## src/rtl/ls_arb_pkg.sv

```systemverilog
// ls_arb_pkg: shared types and the round-robin pick helper for ls_req_arbiter.
package ls_arb_pkg;

   localparam int LS_ARB_MAX_REQ = 8;
   localparam int LS_ARB_IDX_W   = $clog2(LS_ARB_MAX_REQ);

   typedef enum logic {IDLE, HOLD} ls_arb_state_t;

   // First asserted request at or after ptr, wrapping. Requests beyond the real
   // port count are zero, so the 8-wide wrap skips them and behaves as mod NUM_REQ.
   function automatic logic [LS_ARB_IDX_W-1:0] rr_pick(
      input logic [LS_ARB_MAX_REQ-1:0] req,
      input logic [LS_ARB_IDX_W-1:0]   ptr
   );
      logic [LS_ARB_IDX_W-1:0] idx;
      logic                    found;
      rr_pick = ptr;
      found   = 1'b0;
      for (int i = 0; i < LS_ARB_MAX_REQ; i++) begin
         idx = ptr + LS_ARB_IDX_W'(i);
         if (!found && req[idx]) begin
            rr_pick = idx;
            found   = 1'b1;
         end
      end
   endfunction

endpackage

```

## src/rtl/ls_tag_fifo.sv

```systemverilog
// ls_tag_fifo: in-order FIFO holding the requester index of each accepted request.
module ls_tag_fifo #(
   parameter int WIDTH = 2,
   parameter int DEPTH = 4
) (
   input  logic             clk,
   input  logic             rst,
   input  logic             push,
   input  logic             pop,
   input  logic [WIDTH-1:0] din,
   output logic [WIDTH-1:0] dout,
   output logic             full,
   output logic             empty
);

   localparam int PW = (DEPTH > 1) ? $clog2(DEPTH) : 1;

   logic [WIDTH-1:0] mem [DEPTH];
   logic [PW-1:0]    wr_ptr;
   logic [PW-1:0]    rd_ptr;
   logic [PW:0]      count;
   logic             do_push;
   logic             do_pop;

   function automatic logic [PW-1:0] ptr_next(input logic [PW-1:0] p);
      return (p == PW'(DEPTH - 1)) ? '0 : p + PW'(1);
   endfunction

   assign full    = (count == (PW+1)'(DEPTH));
   assign empty   = (count == '0);
   assign do_push = push && !full;
   assign do_pop  = pop && !empty;
   assign dout    = mem[rd_ptr];

   // Tag storage: data only, never reset.
   always_ff @(posedge clk) begin
      if (do_push) begin
         mem[wr_ptr] <= din;
      end
   end

   // Pointers and occupancy; a simultaneous push and pop leaves the count unchanged.
   always_ff @(posedge clk) begin
      if (rst) begin
         wr_ptr <= '0;
         rd_ptr <= '0;
         count  <= '0;
      end else begin
         if (do_push) wr_ptr <= ptr_next(wr_ptr);
         if (do_pop)  rd_ptr <= ptr_next(rd_ptr);
         if (do_push && !do_pop)      count <= count + (PW+1)'(1);
         else if (do_pop && !do_push) count <= count - (PW+1)'(1);
      end
   end

endmodule

```

## src/rtl/ls_req_arbiter.sv

```systemverilog
// ls_req_arbiter: shares one load_store_top request/response port among NUM_REQ
// requesters with round-robin grants and in-order response routing.
// Build option: define LS_ARB_PRIO0_EN to make requester 0 strict-priority
// (round-robin then applies among requesters 1..NUM_REQ-1).
module ls_req_arbiter
   import ls_arb_pkg::*;
#(
   parameter int NUM_REQ    = 4,
   parameter int ADDR_WIDTH = 32,
   parameter int DATA_WIDTH = 32,
   parameter int MAX_OUTST  = 4
) (
   input  logic                           clk,
   input  logic                           rst,
   input  logic [NUM_REQ-1:0]             s_req_valid,
   output logic [NUM_REQ-1:0]             s_req_ready,
   input  logic [NUM_REQ-1:0]             s_req_wr,
   input  logic [NUM_REQ*ADDR_WIDTH-1:0]  s_req_addr,
   input  logic [NUM_REQ*DATA_WIDTH-1:0]  s_req_wdata,
   output logic [NUM_REQ-1:0]             s_resp_valid,
   input  logic [NUM_REQ-1:0]             s_resp_ready,
   output logic [DATA_WIDTH-1:0]          s_resp_rdata,
   output logic                           s_resp_error,
   output logic                           m_req_valid,
   input  logic                           m_req_ready,
   output logic                           m_req_wr,
   output logic [ADDR_WIDTH-1:0]          m_req_addr,
   output logic [DATA_WIDTH-1:0]          m_req_wdata,
   input  logic                           m_resp_valid,
   output logic                           m_resp_ready,
   input  logic [DATA_WIDTH-1:0]          m_resp_rdata,
   input  logic                           m_resp_error,
   output logic                           arb_err
);

   localparam int IW = (NUM_REQ > 1) ? $clog2(NUM_REQ) : 1;

   ls_arb_state_t             state;
   logic [IW-1:0]             grant;
   logic [IW-1:0]             rr_ptr;
   logic [IW-1:0]             pick;
   logic [IW-1:0]             grant_inc;
   logic [IW-1:0]             head;
   logic [LS_ARB_MAX_REQ-1:0] req_ext;
   logic                      hs;
   logic                      pop;
   logic                      fifo_full;
   logic                      fifo_empty;

   // Winner selection for the next grant, evaluated from the live request vector.
   always_comb begin
      req_ext              = '0;
      req_ext[NUM_REQ-1:0] = s_req_valid;
`ifdef LS_ARB_PRIO0_EN
      if (s_req_valid[0]) begin
         pick = '0;
      end else begin
         req_ext[0] = 1'b0;
         pick       = IW'(rr_pick(req_ext, LS_ARB_IDX_W'(rr_ptr)));
      end
`else
      pick = IW'(rr_pick(req_ext, LS_ARB_IDX_W'(rr_ptr)));
`endif
      grant_inc = (grant == IW'(NUM_REQ - 1)) ? '0 : grant + IW'(1);
   end

   // Grant FSM: latch a winner in IDLE, hold it until the downstream handshake.
   always_ff @(posedge clk) begin
      if (rst) begin
         state  <= IDLE;
         grant  <= '0;
         rr_ptr <= '0;
      end else begin
         case (state)
            IDLE: begin
               if (|s_req_valid && !fifo_full) begin
                  grant <= pick;
                  state <= HOLD;
               end
            end
            HOLD: begin
               if (hs) begin
                  state <= IDLE;
`ifdef LS_ARB_PRIO0_EN
                  if (grant != '0) rr_ptr <= grant_inc;
`else
                  rr_ptr <= grant_inc;
`endif
               end
            end
            default: state <= IDLE;
         endcase
      end
   end

   // Request path: the granted requester drives the downstream port directly.
   always_comb begin
      m_req_valid = (state == HOLD) && s_req_valid[grant];
      m_req_wr    = s_req_wr[grant];
      m_req_addr  = s_req_addr[int'(grant)*ADDR_WIDTH +: ADDR_WIDTH];
      m_req_wdata = s_req_wdata[int'(grant)*DATA_WIDTH +: DATA_WIDTH];
      s_req_ready = '0;
      if (state == HOLD) s_req_ready[grant] = m_req_ready;
      hs = m_req_valid && m_req_ready;
   end

   // Response path: route to the oldest outstanding requester; stray responses are swallowed.
   always_comb begin
      s_resp_valid = '0;
      if (!fifo_empty) s_resp_valid[head] = m_resp_valid;
      m_resp_ready = !rst && (fifo_empty || s_resp_ready[head]);
      pop          = m_resp_valid && m_resp_ready && !fifo_empty;
      s_resp_rdata = m_resp_rdata;
      s_resp_error = m_resp_error;
   end

   // Sticky flag for a response arriving with nothing outstanding.
   always_ff @(posedge clk) begin
      if (rst) begin
         arb_err <= 1'b0;
      end else if (m_resp_valid && fifo_empty) begin
         arb_err <= 1'b1;
      end
   end

   ls_tag_fifo #(
      .WIDTH (IW),
      .DEPTH (MAX_OUTST)
   ) u_tag_fifo (
      .clk   (clk),
      .rst   (rst),
      .push  (hs),
      .pop   (pop),
      .din   (grant),
      .dout  (head),
      .full  (fifo_full),
      .empty (fifo_empty)
   );

endmodule
```

## config.mk

```make
export PLATFORM = sky130hd
export DESIGN_NAME = ls_req_arbiter
export DESIGN_NICKNAME = d
export VERILOG_FILES = /design/src/rtl/ls_arb_pkg.sv /design/src/rtl/ls_tag_fifo.sv /design/src/rtl/ls_req_arbiter.sv
export SDC_FILE = /design/constraint.sdc
export NUM_CORES = 1
export LEC_CHECK = 0
export BUFFER_PORTS_ARGS = -buffer_cell sky130_fd_sc_hd__buf_2
export CAP_MARGIN = 15
export CORE_AREA = 4 4 160 162
export DETAILED_ROUTE_END_ITERATION = 6
export DIE_AREA = 0 0 164 166
export SYNTH_ARGS = -nofsm -noshare
export SYNTH_HDL_FRONTEND = slang
export SYNTH_SLANG_ARGS = --single-unit
```

## constraint.sdc

```tcl
create_clock -name clk -period 6.1 [get_ports clk]
set_input_delay 0.915 -clock clk [delete_from_list [all_inputs] [get_ports clk]]
set_output_delay 0.915 -clock clk [all_outputs]
set_load 0.005 [all_outputs]
```

==> flow_summary.ini <==
[pwr]
powerDensity_mw_per_mm2 = 199
leakage_nw = 2.39
vdd_drop_max_v = 0.0000768
p_total_mw = 1.04

[finish]
nFillCells = 2681
final_nets = 891
regArea_sq_um = 548
final_util_pct = 21.7
drive_above_1_share_pct = 74.8
multi_input_area_sq_mm = 0.00241
area_growth_syn_to_layout_pct = 57.1

[sta]
rsz0062_at_grt = no
max_freq_ghz = 0.288
hold_viol = 0
clock_skew_ns = 0.00288
fin_crit_sh_pct = 57.0
max_slew_margin_pct = 32.4
setup_viol = 0
fin_setup_tns_ns = 0
drv_slew = 0
min_period_ns = 3.48
worst_pin_slew_ns = 1.01

[worst_setup_path]
crit_family = buffers and inverters
cp_num_buf_inv = 2
critPathSlowestCell = dfxtp_4
crit_path_max_fanout = 38
critPathArrivalTime_ns = 2.56
crit_chain = buf_4 -> mux4_2 -> buf_2
crit_required_ns = 5.18
path_depth = 3
critPathMaxStageDelay_ns = 0.77
start_kind = flip-flop
ff2ff_path_depth = 9
crit_type = flip-flop to output pin
end_kind = output pin

[job]
cap_violations = 0

[global_route]
globalRouteOverflowTotal = 0
met2_usage_pct = 21.9
met1_usage_pct = 15.1
grt.busiest_layer = met2
grt_first_pass_wirelength_microns = 28300
track_usage_pct = 14.7
first_global_vias = 3851
antenna_found_initial = 25
use_met3_pct = 14.5
grt_max_degree = 74

[floorplan]
core_sq_mm = 0.0241
rows = 57
die_area_sq_mm = 0.0272
fp.dieW_microns = 164
initial_core_util_pct = 13.8
ios = 414
die_height_microns = 166

[synthesis]
ys_types = 46
avgSynthCellArea_sq_um = 12.2
syn_nets = 592
ys_ff_latch = 23
syn_inst = 274
synthArstFlopShare_pct = 0
yosysWarnings = 0
synth_ff_type = dfxtp_1
yosysSeqAreaShare_pct = 16.2
syn_area_sq_mm = 0.00334
synth_edf_count = 8

[clocking]
cts_tree = done
numCtsBuffers = 3
cts-root-buf = clkbuf_16
htree_num_levels = 1
path_clk_slew_ns = 0.06
postCtsHoldBufs = 0
cts_resized = 0
clk_latency_ns = 0.25
post-cts-setup-buffers = 0
cts_buffer_depth = 2
cts.sinks = 23

[drt]
drt-pass1-iter-count = 4
drt_drc_violations_left = 0
vias = 3810
wl_per_cell_microns = 24.1
viasPerCell = 4.22
drtIter0Drc = 171
wl_microns = 21700
ant_nets = 0

[hold_path]
hold_depth = 2
hold_class = flip-flop to flip-flop

[placement]
place_hpwl_microns = 19900
io_buffer_count = 347
gp_congestion = 0.926

[status]
status = completed
worst paths after layout:
path | end | startpoint | slack, ns
hold reg to reg | arb_err | arb_err | 0.47
setup / recovery | m_req_wdata[6] | grant[0] | 2.62
setup reg to reg | u_tag_fifo.count[2] | grant[1] | 2.89
hold / removal | arb_err | arb_err | 0.47
tightest hold or removal path: stages, from the launching register on:
cell and delay [ns]:
dfxtp_1 0.32, a21oi_1 0.04, nor2_1 0.07
area by class of cell:
cell class | count | share of cell area, %
diodes | 6 | 0.286
clock buffers | 3 | 1.43
clock inverters | 1 | 0.0955
inverters | 10 | 0.716
multi-input cells | 187 | 46.0
flip-flops and latches | 23 | 10.5
well taps | 324 | 7.73
repair buffers | 348 | 33.3
stage by stage:
stage	std cells	setup WS, ns	instance area [sq um]	hold WS, ns
after CTS	896	2.55	5230	0.467
after global placement	892	2.82	5150	0.445
after floorplan	274	3.10	3340	0.460
after global routing	897	2.37	5230	0.489
after detailed placement	892	2.83	5150	0.452
final	902	2.62	5240	0.466
cell families after synthesis:
group | count (synthesis) | synth area share (%)
muxes | 83 | 50.8
and+or+nand+nor | 65 | 10.9
buffers and inverters | 64 | 11.5
AOI/OAI and AO/OA | 24 | 4.84
DFF | 23 | 16.2
adders and majority gates | 13 | 5.10
xor gates and xnor gates | 2 | 0.525
sequential cells by signal, indices dropped and copies added, names as in the netlist, named ones only:
register	count
grant	2
rr_ptr	2
u_tag_fifo.mem	8
u_tag_fifo.count	3
state	1
u_tag_fifo.rd_ptr	2
arb_err	1
u_tag_fifo.wr_ptr	2
cell usage in the layout, fill, tap and decap left out, drive strengths merged, types with 2 or more instances in the layout:
cell type	netlist	routed
a21o	2	2
a21oi	7	7
and2	5	5
and3	5	5
buf	48	348
clkbuf	6	3
dfxtp	15	15
diode	0	6
edfxtp	8	8
ha	12	12
inv	10	10
mux2	2	2
mux2i	12	12
mux4	69	69
nand2	4	4
nand2b	6	6
nand3	2	2
nand3b	3	3
nand4	3	3
nor2	18	18
nor3	6	6
nor3b	3	3
o211ai	2	2
o21ai	2	2
o22ai	3	3
or3	4	4
xor2	2	2
layer usage:
metal	vias to the layer above	routed length, microns
met2	257	9120
met1	1803	6940
met5	-	172
li1	1676	-
met3	48	5170
met4	26	316
cell usage after synthesis, types with 7 or more instances:
cell type,count,share of area (%)
mux4_2,69,47
buf_4,34,7.6
nor2_1,17,1.9
dfxtp_1,15,9.0
ha_1,12,4.5
mux2i_1,12,3.6
inv_1,10,1.1
buf_2,8,1.2
edfxtp_1,8,7.2
a21oi_1,7,1.0
where the power goes:
group | internal, mW | total (mW) | switching [mW] | leakage (nW)
clock | 0.0880 | 0.139 | 0.0510 | 0.0409
sequential | 0.179 | 0.264 | 0.0857 | 0.198
combinational | 0.388 | 0.637 | 0.249 | 2.15
total | 0.655 | 1.04 | 0.386 | 2.39
(Power assumes the default switching activity.)
